<file path="src/rtl/mm_pkg.sv">
// Shared definitions for the matrix-multiplier datapath: controller state
// encoding and the vector/matrix sizes derived from L_RAM_SIZE.
package mm_pkg;

   typedef enum logic [2:0] {
      S_IDLE,
      S_LOAD,
      S_DRAIN,
      S_FLUSH,
      S_START,
      S_WAIT,
      S_DONE
   } state_t;

   // Number of elements in one vector: 2^L
   function automatic int unsigned vector_size(input int unsigned l);
      return 32'd1 << l;
   endfunction

   // Number of elements in one square matrix: 2^(2L)
   function automatic int unsigned matrix_size(input int unsigned l);
      return 32'd1 << (2 * l);
   endfunction

endpackage

</file>
<file path="src/rtl/mm_wr_addr_gen.sv">
// Beat counter to operand BRAM address mapping.
// Build option MM_LOADER_TRANSPOSE_EN: store matrix B column-major
// (A stays row-major); without it every beat lands at its own index.
module mm_wr_addr_gen #(
   parameter int unsigned L_RAM_SIZE = 3
) (
   input  logic [2*L_RAM_SIZE:0] cnt,
   output logic [2*L_RAM_SIZE:0] addr
);

`ifdef MM_LOADER_TRANSPOSE_EN
   import mm_pkg::*;

   localparam int unsigned AW = 2 * L_RAM_SIZE + 1;
   localparam int unsigned MS = matrix_size(L_RAM_SIZE);
   localparam int unsigned VS = vector_size(L_RAM_SIZE);

   logic [AW-1:0] k;
   logic [AW-1:0] r;
   logic [AW-1:0] c;

   // B beats: k = cnt-MS, row = k/VS, col = k%VS, written at MS + col*VS + row
   always_comb begin
      k    = cnt - AW'(MS);
      r    = k >> L_RAM_SIZE;
      c    = k & AW'(VS - 1);
      addr = cnt;
      if (cnt >= AW'(MS)) begin
         addr = AW'(MS) + (c << L_RAM_SIZE) + r;
      end
   end
`else
   // Identity mapping: beat index is the address
   always_comb begin
      addr = cnt;
   end
`endif

endmodule

</file>
<file path="src/rtl/mm_stream_loader.sv">
// Stream-to-BRAM operand loader for the matrix multiplier: accepts one frame
// of A then B words, writes them to BRAM, starts the core, waits for done.
// Build option MM_LOADER_TRANSPOSE_EN selects column-major storage of B.
module mm_stream_loader
   import mm_pkg::*;
#(
   parameter int unsigned L_RAM_SIZE = 3,
   parameter int unsigned BITWIDTH   = 32
) (
   input  logic                  clk,
   input  logic                  reset,
   input  logic                  s_valid,
   output logic                  s_ready,
   input  logic [BITWIDTH-1:0]   s_data,
   input  logic                  s_last,
   output logic [2*L_RAM_SIZE:0] bram_addr,
   output logic [BITWIDTH-1:0]   bram_wrdata,
   output logic                  bram_we,
   output logic                  mm_start,
   input  logic                  mm_done,
   output logic                  busy,
   output logic                  frame_done,
   output logic                  frame_err
);

   localparam int unsigned AW = 2 * L_RAM_SIZE + 1;
   localparam int unsigned MS = matrix_size(L_RAM_SIZE);
   localparam logic [AW-1:0] LAST_CNT = AW'(2 * MS - 1);

   state_t        state;
   state_t        state_nxt;
   logic [AW-1:0] cnt;
   logic [AW-1:0] cnt_nxt;
   logic [AW-1:0] wr_addr;
   logic          beat;
   logic          loading;
   logic          last_slot;

   assign beat      = s_valid && s_ready;
   assign loading   = (state == S_IDLE) || (state == S_LOAD);
   assign last_slot = (cnt == LAST_CNT);

   mm_wr_addr_gen #(
      .L_RAM_SIZE(L_RAM_SIZE)
   ) u_addr_gen (
      .cnt (cnt),
      .addr(wr_addr)
   );

   // State and beat counter registers
   always_ff @(posedge clk) begin
      if (reset) begin
         state <= S_IDLE;
         cnt   <= '0;
      end else begin
         state <= state_nxt;
         cnt   <= cnt_nxt;
      end
   end

   // Next-state: IDLE and LOAD share the beat checks so a one-word frame is judged like any other
   always_comb begin
      state_nxt = state;
      case (state)
         S_IDLE, S_LOAD: begin
            if (beat) begin
               if (last_slot)   state_nxt = s_last ? S_FLUSH : S_DRAIN;
               else if (s_last) state_nxt = S_IDLE;
               else             state_nxt = S_LOAD;
            end
         end
         S_DRAIN: if (beat && s_last) state_nxt = S_IDLE;
         S_FLUSH: state_nxt = S_START;
         S_START: state_nxt = S_WAIT;
         S_WAIT:  if (mm_done) state_nxt = S_DONE;
         S_DONE:  if (!mm_done) state_nxt = S_IDLE;
         default: state_nxt = S_IDLE;
      endcase
   end

   // Counter: cleared on entry to IDLE, saturates at the final slot
   always_comb begin
      cnt_nxt = cnt;
      if (state_nxt == S_IDLE)                 cnt_nxt = '0;
      else if (loading && beat && !last_slot)  cnt_nxt = cnt + 1'b1;
   end

   // Moore outputs decoded from state
   always_comb begin
      s_ready  = 1'b0;
      busy     = 1'b1;
      mm_start = 1'b0;
      case (state)
         S_IDLE: begin
            s_ready = 1'b1;
            busy    = 1'b0;
         end
         S_LOAD, S_DRAIN: s_ready  = 1'b1;
         S_START:         mm_start = 1'b1;
         default: ;
      endcase
   end

   // Registered BRAM write port; address/data hold when no word is written
   always_ff @(posedge clk) begin
      if (reset) begin
         bram_we     <= 1'b0;
         bram_addr   <= '0;
         bram_wrdata <= '0;
      end else begin
         bram_we <= loading && beat;
         if (loading && beat) begin
            bram_addr   <= wr_addr;
            bram_wrdata <= s_data;
         end
      end
   end

   // Registered status pulses, one cycle after the deciding sample
   always_ff @(posedge clk) begin
      if (reset) begin
         frame_done <= 1'b0;
         frame_err  <= 1'b0;
      end else begin
         frame_done <= (state == S_WAIT) && mm_done;
         frame_err  <= beat && s_last && ((loading && !last_slot) || (state == S_DRAIN));
      end
   end

endmodule

</file>
<file path="config.mk">
export PLATFORM = sky130hd
export DESIGN_NAME = mm_stream_loader
export DESIGN_NICKNAME = d
export VERILOG_FILES = /design/src/rtl/mm_pkg.sv /design/src/rtl/mm_wr_addr_gen.sv /design/src/rtl/mm_stream_loader.sv
export SDC_FILE = /design/constraint.sdc
export NUM_CORES = 1
export LEC_CHECK = 0
export BUFFER_PORTS_ARGS = -buffer_cell sky130_fd_sc_hd__buf_2
export CAP_MARGIN = 20
export CORE_MARGIN = 2
export CORE_UTILIZATION = 37
export DETAILED_ROUTE_END_ITERATION = 8
export GPL_TIMING_DRIVEN = 0
export HOLD_SLACK_MARGIN = 0.08
export PLACE_DENSITY = 0.63
export SYNTH_ARGS = -nofsm -noshare
export SYNTH_HDL_FRONTEND = slang
export SYNTH_SLANG_ARGS = --single-unit
export TNS_END_PERCENT = 20
</file>
<file path="constraint.sdc">
create_clock -name clk -period 1.9 [get_ports clk]
set_clock_uncertainty 0.1 [all_clocks]
set_input_delay 0.19 -clock clk [delete_from_list [all_inputs] [get_ports clk]]
set_output_delay 0.19 -clock clk [all_outputs]
set_load 0.03 [all_outputs]
</file>
==> impl_metrics.csv, run 1 <==
group,metric,value,unit
worst_setup_path,cp-start-kind,"register",
worst_setup_path,cp_max_fo,7,
drt,dr.pass1.iters,4,
timing,setup_viol,0,
global_routing,antenna_found_initial,0,
layout,diodes,0,
floorplan,die_h,76.6,um
timing,hold_viol_final,0,
clock_network,h-tree-depth,2,
clock_network,numClockSinks,52,
worst_setup_path,slowest_delay,0.35,ns
layout,layoutNonFillerInstCount,432,
synthesis,synth_seq_cells,52,
pwr,power.density,750,nW/um2
timing,tightest_slew,0.473,ns
synthesis,synth_fa_ha_area_share,0.641,%
synthesis,synth_xor_area_share,2.69,%
pwr,power,2.16,mW
timing,fmax,0.565,GHz
synthesis,synth.mux.area_fraction,1.03,%
clock_network,cts_tree,"done",
timing,fin_crit_sh,93.1,%
job,maxCapViolCount,0,
worst_setup_path,crit_family,"simple AND/OR/NAND/NOR gates",
drt,met1Wirelength,2440,um
synthesis,synth-compound-area-share,15.5,%
layout,stdcell_area,2880,um2
drt,drt-vias-per-instance,4.66,
hold_path,hold_path_class,"in2reg",
floorplan,core-area,5110,um2
clock_network,clk_pin_slew,0.09,ns
synthesis,synth_area_leaders,"dfxtp_1 53%, nand2_1 16%, a21oi_1 11%, nor2_1 2.3%, xor2_1 2.2%",
pwr,p_leak,1.33,nW
drt,first_iter_violations,50,
synthesis,syn_area,1950,um2
synthesis,ys.warnings.count,0,
clock_network,insertion_delay,0.30,ns
place,io_buffers,80,
worst_setup_path,slowest_stage,"dfxtp_2",
drt,num_vias,2014,
timing,slew_viol_final,0,
synthesis,synth_top_family_by_area,"simple AND/OR/NAND/NOR gates",
worst_setup_path,critPathArrivalTime,1.87,ns
drt,top_layer,"met4",
floorplan,dieArea,5870,um2
global_routing,grt_max_degree,17,
drt,ant_nets,0,
place,dpl_cell_area,2440,um2
global_routing,grt_pass1_vias,1889,
synthesis,ys_types,28,
synthesis,yosysTopAreaCell,"dfxtp_1",
pwr,ir_worst_vdd,415,uV
clock_network,cts_buffer_depth,2,
worst_setup_path,path_buf_inv,0,
floorplan,initial_core_util,38.2,%
timing,timing.final.crit_period,1.77,ns
place,numPlacedInstances,391,
layout,final_nets,399,
timing,rsz0062_at_grt,"false",
place,gp_congestion,0.755,
drt,wl,5270,um
synthesis,seq_area_frac_synth,53.4,%
drt,wl_met2,2400,um
layout,final_layout_size_suffix_gt1_share,28.5,%
synthesis,synth_top_area_share,53.4,%
synthesis,syn-mean-instance-area,8.09,um2
floorplan,rows,26,
drt,wl_met3,300,um
synthesis,syn-instance-count,241,
outcome,outcome,"complete, no violations",
floorplan,io_pins,82,
layout,area_growth,47.7,%
global_routing,grt_util_all_layers,18.6,%
worst_setup_path,worstSetupPathType,"reg2reg",
worst_setup_path,cp.required,2.01,ns
global_routing,gr-total-overflow,0,
floorplan,die_w,76.6,um
drt,wl_per_cell,12.2,um
place,dpl.hpwl,3350,um
drt,drc_errors,0,
worst_setup_path,crit_path_cell_trace,"ha_1 > and3_2 > and3_1 > a31oi_2 > a41o_2 > nor2_1",
layout,final_util,56.4,%
global_routing,grt_pass1_wl,8800,um
worst_setup_path,crit_path_end_kind,"register",
clock_network,clockRootBuffer,"clkbuf_8",
synthesis,syn_nets,279,
synthesis,synth_simple_gate_area_share,22.6,%
clock_network,cts_buffers,5,
timing,slew_headroom,68.5,%
[cell type report]
| class | instances | area (um2) |
|---|---|---|
| plain buffers | 17 | 73.8 |
| clock buffers | 6 | 82.6 |
| clock inverters | 2 | 13.8 |
| fillers | 499 | 2230 |
| inverters | 2 | 7.51 |
| multi-input cells | 170 | 842 |
| flip-flops and latches | 52 | 1040 |
| well taps | 70 | 87.6 |
| repair buffers | 113 | 731 |
[per-layer routing]
metal | global-route usage (%) | up-vias
li1 | - | 1031
met1 | 23.2 | 907
met2 | 30.5 | 64
met3 | 5.09 | 12
met4 | 7.09 | 0
met5 | 0 | -
[report_power, final]
part           internal, mW  switching (mW)  total (mW)
Sequential             1.13          0.0200        1.15
Combinational         0.140           0.203       0.344
Clock                 0.298           0.366       0.664
[stage by stage]
stage          hold WS, ns  worst slack, ns  TNS [ns]
2_1_floorplan        0.216            0.207         0
3_3_place_gp         0.330          0.00840         0
3_5_place_dp         0.337          -0.0100   -0.0100
4_1_cts             0.0833           0.0448         0
5_1_grt             0.0821           0.0155         0
6_report            0.0834            0.131         0
[what timing repair did]
action,in CTS,in global routing
hold buffers,33,0
resized for setup,1,4
pin swaps,0,2
endpoints found under the setup margin,6,8
endpoints found under the hold margin,33,0
buffers inserted,0,0
[worst paths after layout]
path / from / end / slack [ns] / cells past startpoint
setup / recovery: cnt[0] / cnt[1] / 0.13 / 6
hold / removal: s_last / frame_err / 0.08 / 3
setup reg to reg: cnt[0] / cnt[1] / 0.13 / 6
hold reg to reg: bram_wrdata[3] / bram_wrdata[3] / 0.35 / 2
[kinds of logic (layout without fill, tap and decap cells)]
family,count (synthesis),after routing
and+or+nand+nor,108,108
AOI/OAI and AO/OA,53,53
DFF,52,52
buffers and inverters,19,140
xor gates and xnor gates,6,6
muxes,2,2
adders and majority gates,1,1
[synth_stat cells]
cell / count
nand2_1: 84
dfxtp_1: 52
a21oi_1: 43
nor2_1: 12
clkbuf_1: 9
buf_2: 8
xor2_1: 5
and3_1: 4
a31oi_1: 2
inv_1: 2
mux2i_1: 2
nor3_1: 2
a211oi_1: 1
a21boi_0: 1
a21oi_4: 1
a311o_1: 1
a31o_2: 1
a32o_1: 1
a41o_1: 1
ha_1: 1
nand4_1: 1
nand4b_1: 1
nor4_1: 1
nor4b_1: 1
o21ai_0: 1
or3_1: 1
or3b_1: 1
xnor2_1: 1
[flip-flops by register name (all words and copies together) (netlist names)]
name         count
cnt              7
bram_addr        7
bram_we          1
frame_err        1
state            3
frame_done       1
bram_wrdata     32
[worst reg2reg max path, cell delays in order, from the launching register on]
cell	delay, ns
dfxtp_2	0.35
ha_1	0.20
and3_2	0.25
and3_1	0.23
a31oi_2	0.17
a41o_2	0.30
nor2_1	0.07
[cell usage in the layout, fill, tap and decap left out, types with 2 or more instances in the layout]
cell,Yosys,final
inv_1,2,2
clkbuf_8,0,6
buf_2,8,88
clkbuf_1,9,9
dlygate4sd3_1,0,33
a21oi_1,43,43
nor2_1,12,12
nand2_1,84,84
and3_1,4,3
mux2i_1,2,2
dfxtp_1,52,51
xor2_1,5,5
No activity file was read; power rests on OpenSTA's default activity.
==> run 2: changes to the inputs <==
==> constraint.sdc (replaced) <==
create_clock -name clk -period 1.9 [get_ports clk]
set_clock_uncertainty 0.1 [all_clocks]
set_input_delay 0.285 -clock clk [delete_from_list [all_inputs] [get_ports clk]]
set_output_delay 0.285 -clock clk [all_outputs]
set_load 0.03 [all_outputs]
==> run 2 against run 1 <==
  * Critical path type unchanged
  * Sequential power barely moved
  * Highest routed layer unchanged
  * Largest cell class unchanged
  * Register-to-register slack barely moved
  * First-iteration DRC count fell by 22%
  * Design area fell by 11%
  * Die area did not move
  * Flip-flop and latch count did not move
  * Non-clock buffer count fell by 33
  * Core utilization fell by 6.5 points
  * Count of clock-buffer cells in the layout did not move
==> impl_metrics.csv, run 2 (same netlist as run 1, synthesis figures left out) <==
group,metric,value,unit
worst_setup_path,worstSetupPathType,"reg2reg",
timing,hold_viol_final,0,
clock_network,cts_hold_buf,0,
drt,num_vias,1869,
timing,slew_headroom,68.9,%
layout,final_common_cell,"buf_2",
outcome,outcome,"complete, no violations",
clock_network,cts_buffer_depth,2,
worst_setup_path,crit_family,"simple AND/OR/NAND/NOR gates",
drt,drc_errors,0,
global_routing,antenna_found_initial,0,
floorplan,die_h,76.6,um
hold_path,hold_depth,3,
layout,layoutNonFillerInstCount,399,
worst_setup_path,critPathArrivalTime,1.87,ns
worst_setup_path,crit_path_cell_trace,"ha_1 > and3_2 > and3_1 > a31oi_2 > a41o_2 > nor2_1",
place,numPlacedInstances,391,
layout,mostFrequentLayoutCells,"88 x buf_2, 84 x nand2_1, 51 x dfxtp_1",
worst_setup_path,cp-start-kind,"register",
drt,drt-vias-per-instance,4.68,
layout,largest_reg_flops,32,
floorplan,rows,26,
timing,tightest_slew,0.466,ns
clock_network,h-tree-depth,2,
worst_setup_path,rr_endpoint,"cnt[1]",
layout,final_layout_size_suffix_gt1_share,31.3,%
pwr,p_switching,0.577,mW
hold_path,hold_path_class,"in2reg",
floorplan,io_pins,82,
drt,first_iter_violations,39,
pwr,pwr-share-comb,13.6,%
timing,slew_viol_final,0,
layout,diodes,0,
timing,setup_viol,0,
hold_path,min_to,"bram_wrdata[20]",
place,io_buffers,80,
pwr,power.density,825,nW/um2
worst_setup_path,path_buf_inv,0,
worst_setup_path,cp.required,2.00,ns
clock_network,numClockSinks,52,
layout,largestRegisters,"bram_wrdata x32, bram_addr x7, cnt x7",
layout,regMostFlops,"bram_wrdata",
floorplan,die_w,76.6,um
floorplan,dieArea,5870,um2
global_routing,grt_util_all_layers,16.3,%
worst_setup_path,cp_max_fo,7,
pwr,p_clk_share,31.7,%
job,maxCapViolCount,0,
timing,fmax,0.565,GHz
layout,area_growth,30.7,%
place,dpl.hpwl,3350,um
pwr,ir_worst_vdd,402,uV
clock_network,clockRootBuffer,"clkbuf_8",
worst_setup_path,reg2reg_slack,0.13,ns
global_routing,grt_max_degree,17,
hold_path,hp-start,"s_data[20]",
worst_setup_path,crit_path_start,"cnt[0]",
worst_setup_path,r2r_cells,6,
clock_network,insertion_delay,0.30,ns
global_routing,gr-total-overflow,0,
worst_setup_path,rr_startpoint,"cnt[0]",
clock_network,post_cts_buffers,0,
worst_setup_path,slowest_stage,"dfxtp_2",
clock_network,clk_pin_slew,0.10,ns
pwr,power_frac_seq,54.7,%
timing,fin_crit_sh,93.1,%
pwr,switching_share,27.4,%
floorplan,core-area,5110,um2
pwr,p_int,1.53,mW
pwr,p_leak,1.19,nW
timing,rsz0062_at_grt,"false",
layout,final_util,49.9,%
drt,ant_nets,0,
worst_setup_path,crit_path_end_kind,"register",
drt,dr.pass1.iters,4,
timing,timing.final.crit_period,1.77,ns
clock_network,cts_buffers,5,
floorplan,initial_core_util,38.2,%
place,gp_congestion,0.755,
worst_setup_path,slowest_delay,0.35,ns
clock_network,cts_tree,"done",
layout,final_nets,366,
drt,wl,4590,um
global_routing,grt_pass1_wl,7800,um
global_routing,grt_pass1_vias,1706,
drt,wl_per_cell,11.5,um
-- run 2: through the flow --
stage / setup TNS (ns) / cell area (um2) / setup slack, ns / hold WS (ns) / power [mW]
floorplan: 0 / 1950 / 0.207 / 0.311 / 1.36
global placement: 0 / 2440 / 0.00840 / 0.340 / 1.46
detailed placement: -0.0100 / 2440 / -0.0100 / 0.343 / 1.46
CTS: 0 / 2540 / 0.0448 / 0.0964 / 2.13
global route: 0 / 2550 / 0.0161 / 0.0941 / 2.22
finish: 0 / 2550 / 0.130 / 0.101 / 2.10
-- run 2: final cells by class --
class	instances	area, um2
timing repair buffer	80	400
multi-input combinational	170	842
fill	542	2560
sequential	52	1040
clock inverter	2	13.8
inverter	2	7.51
buffer	17	73.8
clock buffer	6	82.6
tap	70	87.6
-- run 2: repair_timing --
action / CTS / global route
pin swaps: 0 / 2
gates resized for setup: 1 / 4
endpoints found under the setup margin: 6 / 7
-- run 2: power by group through the flow --
stage / Combinational (mW) / Clock [mW] / Sequential (mW)
final: 0.285 / 0.667 / 1.15
after global placement: 0.286 / 0 / 1.18
after global routing: 0.314 / 0.745 / 1.16
after floorplan: 0.104 / 0 / 1.26
after detailed placement: 0.288 / 0 / 1.18
after CTS: 0.289 / 0.690 / 1.15
-- run 2: tightest hold or removal path, cell delays in order --
cell and delay, ns:
buf_2 0.10, nand2_1 0.04, a21oi_1 0.05
-- run 2: worst max path at each step --
stage / depth (start not counted) / endpoint / slack [ns]
3_5_place_dp: 6 / cnt[1] / -0.01
2_1_floorplan: 6 / cnt[0] / 0.21
3_3_place_gp: 6 / cnt[1] / 0.008
6_report: 6 / cnt[1] / 0.13
5_1_grt: 6 / cnt[0] / 0.02
4_1_cts: 6 / cnt[1] / 0.04
-- run 2: metal layers --
layer  vias to the layer above  part of all wire, %  track usage (%)
li1                        966                    -                -
met1                       840                   47             20.6
met2                        58                   45             26.4
met3                         5                  7.0             4.86
met4                         0                  1.3             5.82
met5                         -                    0                0
==> run 3: changes to the inputs <==
--- a/config.mk
+++ b/config.mk
@@ -5,14 +5,14 @@
 export SDC_FILE = /design/constraint.sdc
 export NUM_CORES = 1
 export LEC_CHECK = 0
-export BUFFER_PORTS_ARGS = -buffer_cell sky130_fd_sc_hd__buf_2
+export BUFFER_PORTS_ARGS = -buffer_cell sky130_fd_sc_hd__clkbuf_2
 export CAP_MARGIN = 20
 export CORE_MARGIN = 2
-export CORE_UTILIZATION = 37
+export CORE_UTILIZATION = 47
 export DETAILED_ROUTE_END_ITERATION = 8
 export GPL_TIMING_DRIVEN = 0
 export HOLD_SLACK_MARGIN = 0.08
-export PLACE_DENSITY = 0.63
+export PLACE_DENSITY = 0.78
 export SYNTH_ARGS = -nofsm -noshare
 export SYNTH_HDL_FRONTEND = slang
 export SYNTH_SLANG_ARGS = --single-unit
==> run 3 against run 2 <==
  * Maximum frequency barely moved
  * Core utilization is 13 points higher
  * Clock power down 5.5%
  * Final cell count is 5.3% lower
  * Register-to-register slack hardly changed
  * Via count decreased by 3.0%
  * Count of clock-buffer cells in the layout is the same
  * Global-route usage grew 1.7 points
  * Worst hold slack got worse by 0.0083 ns
  * Critical path type unchanged
  * Critical endpoint unchanged
==> impl_metrics.csv, run 3 (same netlist as run 1, synthesis figures left out) <==
group,metric,value,unit
pwr,switching_share,26.5,%
place,gp_congestion,0.732,
layout,final_common_cell,"nand2_1",
drt,ant_nets,0,
drt,wl_per_cell,11.2,um
worst_setup_path,slowest_delay,0.34,ns
global_routing,grt_max_degree,16,
global_routing,grt_util_all_layers,18.0,%
global_routing,antenna_found_initial,0,
worst_setup_path,cp.required,1.99,ns
timing,fin_crit_sh,93.1,%
layout,diodes,0,
drt,wl,4220,um
worst_setup_path,worstSetupPathType,"reg2reg",
worst_setup_path,path_buf_inv,0,
drt,num_vias,1812,
worst_setup_path,slowest_stage,"dfxtp_1",
timing,slew_headroom,70.8,%
layout,largestRegisters,"bram_wrdata x32, bram_addr x7, cnt x7",
drt,drc_errors,0,
floorplan,rows,23,
timing,fmax,0.565,GHz
timing,tightest_slew,0.439,ns
clock_network,numClockSinks,52,
pwr,p_clk_share,30.5,%
pwr,p_switching,0.548,mW
worst_setup_path,crit_family,"simple AND/OR/NAND/NOR gates",
global_routing,grt_pass1_wl,6360,um
clock_network,post_cts_buffers,0,
clock_network,insertion_delay,0.30,ns
layout,largest_reg_flops,32,
pwr,ir_worst_vdd,542,uV
clock_network,clockRootBuffer,"clkbuf_8",
floorplan,die_h,68.4,um
floorplan,io_pins,82,
place,io_buffers,80,
drt,drt-vias-per-instance,4.79,
place,dpl.hpwl,3190,um
clock_network,cts_tree,"done",
worst_setup_path,crit_path_end_kind,"register",
worst_setup_path,critPathArrivalTime,1.86,ns
layout,final_layout_size_suffix_gt1_share,30.8,%
timing,hold_viol_final,0,
timing,timing.hold.ws,0.0926,ns
clock_network,cts_buffers,5,
pwr,p_int,1.52,mW
pwr,power_frac_seq,55.7,%
clock_network,cts_buffer_depth,2,
drt,dr.pass1.iters,4,
worst_setup_path,crit_path_cell_trace,"ha_1 > and3_2 > and3_1 > a31oi_2 > a41o_2 > nor2_1",
hold_path,hold_path_class,"in2reg",
drt,first_iter_violations,72,
job,maxCapViolCount,0,
floorplan,die_w,68.4,um
floorplan,dieArea,4680,um2
layout,final_nets,366,
clock_network,clk_pin_slew,0.09,ns
timing,setup_viol,0,
pwr,pwr-share-comb,13.7,%
global_routing,grt_pass1_vias,1516,
place,numPlacedInstances,371,
timing,slew_viol_final,0,
worst_setup_path,cp_max_fo,7,
layout,layoutNonFillerInstCount,378,
outcome,outcome,"complete, no violations",
timing,timing.final.crit_period,1.77,ns
worst_setup_path,cp-start-kind,"register",
layout,area_growth,29.1,%
global_routing,gr-total-overflow,0,
layout,regMostFlops,"bram_wrdata",
floorplan,core-area,4000,um2
floorplan,initial_core_util,48.8,%
pwr,power.density,820,nW/um2
place,dpl_cell_area,2410,um2
clock_network,h-tree-depth,2,
layout,mostFrequentLayoutCells,"84 x nand2_1, 80 x clkbuf_2, 52 x dfxtp_1",
layout,stdcell_area,2520,um2
timing,setup_tns,0,ns
pwr,p_leak,1.17,nW
==> run 3: stage by stage <==
stage	power [mW]	setup slack (ns)	util, %
global placement	1.46	0.0327	60.3
floorplan	1.36	0.207	-
detailed placement	1.46	0.0240	60.3
finish	2.07	0.131	63.0
global route	2.17	-0.00721	63.0
CTS	2.09	0.0110	62.6
==> run 3: layer usage <==
| layer | wire, um | vias to the layer above | track usage [%] |
|---|---|---|---|
| met5 | 0 | - | 0 |
| met2 | 1870 | 60 | 29.3 |
| met1 | 1910 | 779 | 21.7 |
| met3 | 381 | 6 | 6.41 |
| li1 | - | 967 | - |
| met4 | 55 | 0 | 6.75 |
==> run 3: worst paths after layout <==
path | startpoint | endpoint | slack [ns] | depth (start not counted)
max | cnt[0] | cnt[1] | 0.13 | 6
min | s_data[29] | bram_wrdata[29] | 0.09 | 3
max reg2reg | cnt[0] | cnt[1] | 0.13 | 6
min reg2reg | bram_wrdata[21] | bram_wrdata[21] | 0.36 | 2
==> run 3: layout make-up <==
cell class,count,area [um2]
clock inverter,1,8.76
buffer,17,73.8
timing repair buffer,80,400
tap,50,62.6
fill,357,1480
sequential,52,1040
inverter,2,7.51
multi-input combinational,170,842
clock buffer,6,82.6
==> run 3: power groups by stage <==
stage,Combinational [mW],Sequential [mW],Clock [mW]
finish,0.284,1.15,0.630
global route,0.312,1.16,0.702
CTS,0.286,1.15,0.656
detailed placement,0.286,1.18,0
global placement,0.283,1.18,0
floorplan,0.104,1.26,0
==> run 3: worst min-delay path: stages <==
cell and delay (ns):
clkbuf_2 0.08, nand2_1 0.04, a21oi_1 0.05
==> run 3: what timing repair did <==
item                       in CTS  in global routing
hold buffers                    0                  0
setup endpoints to repair       0                  7
gates resized for setup         0                  4
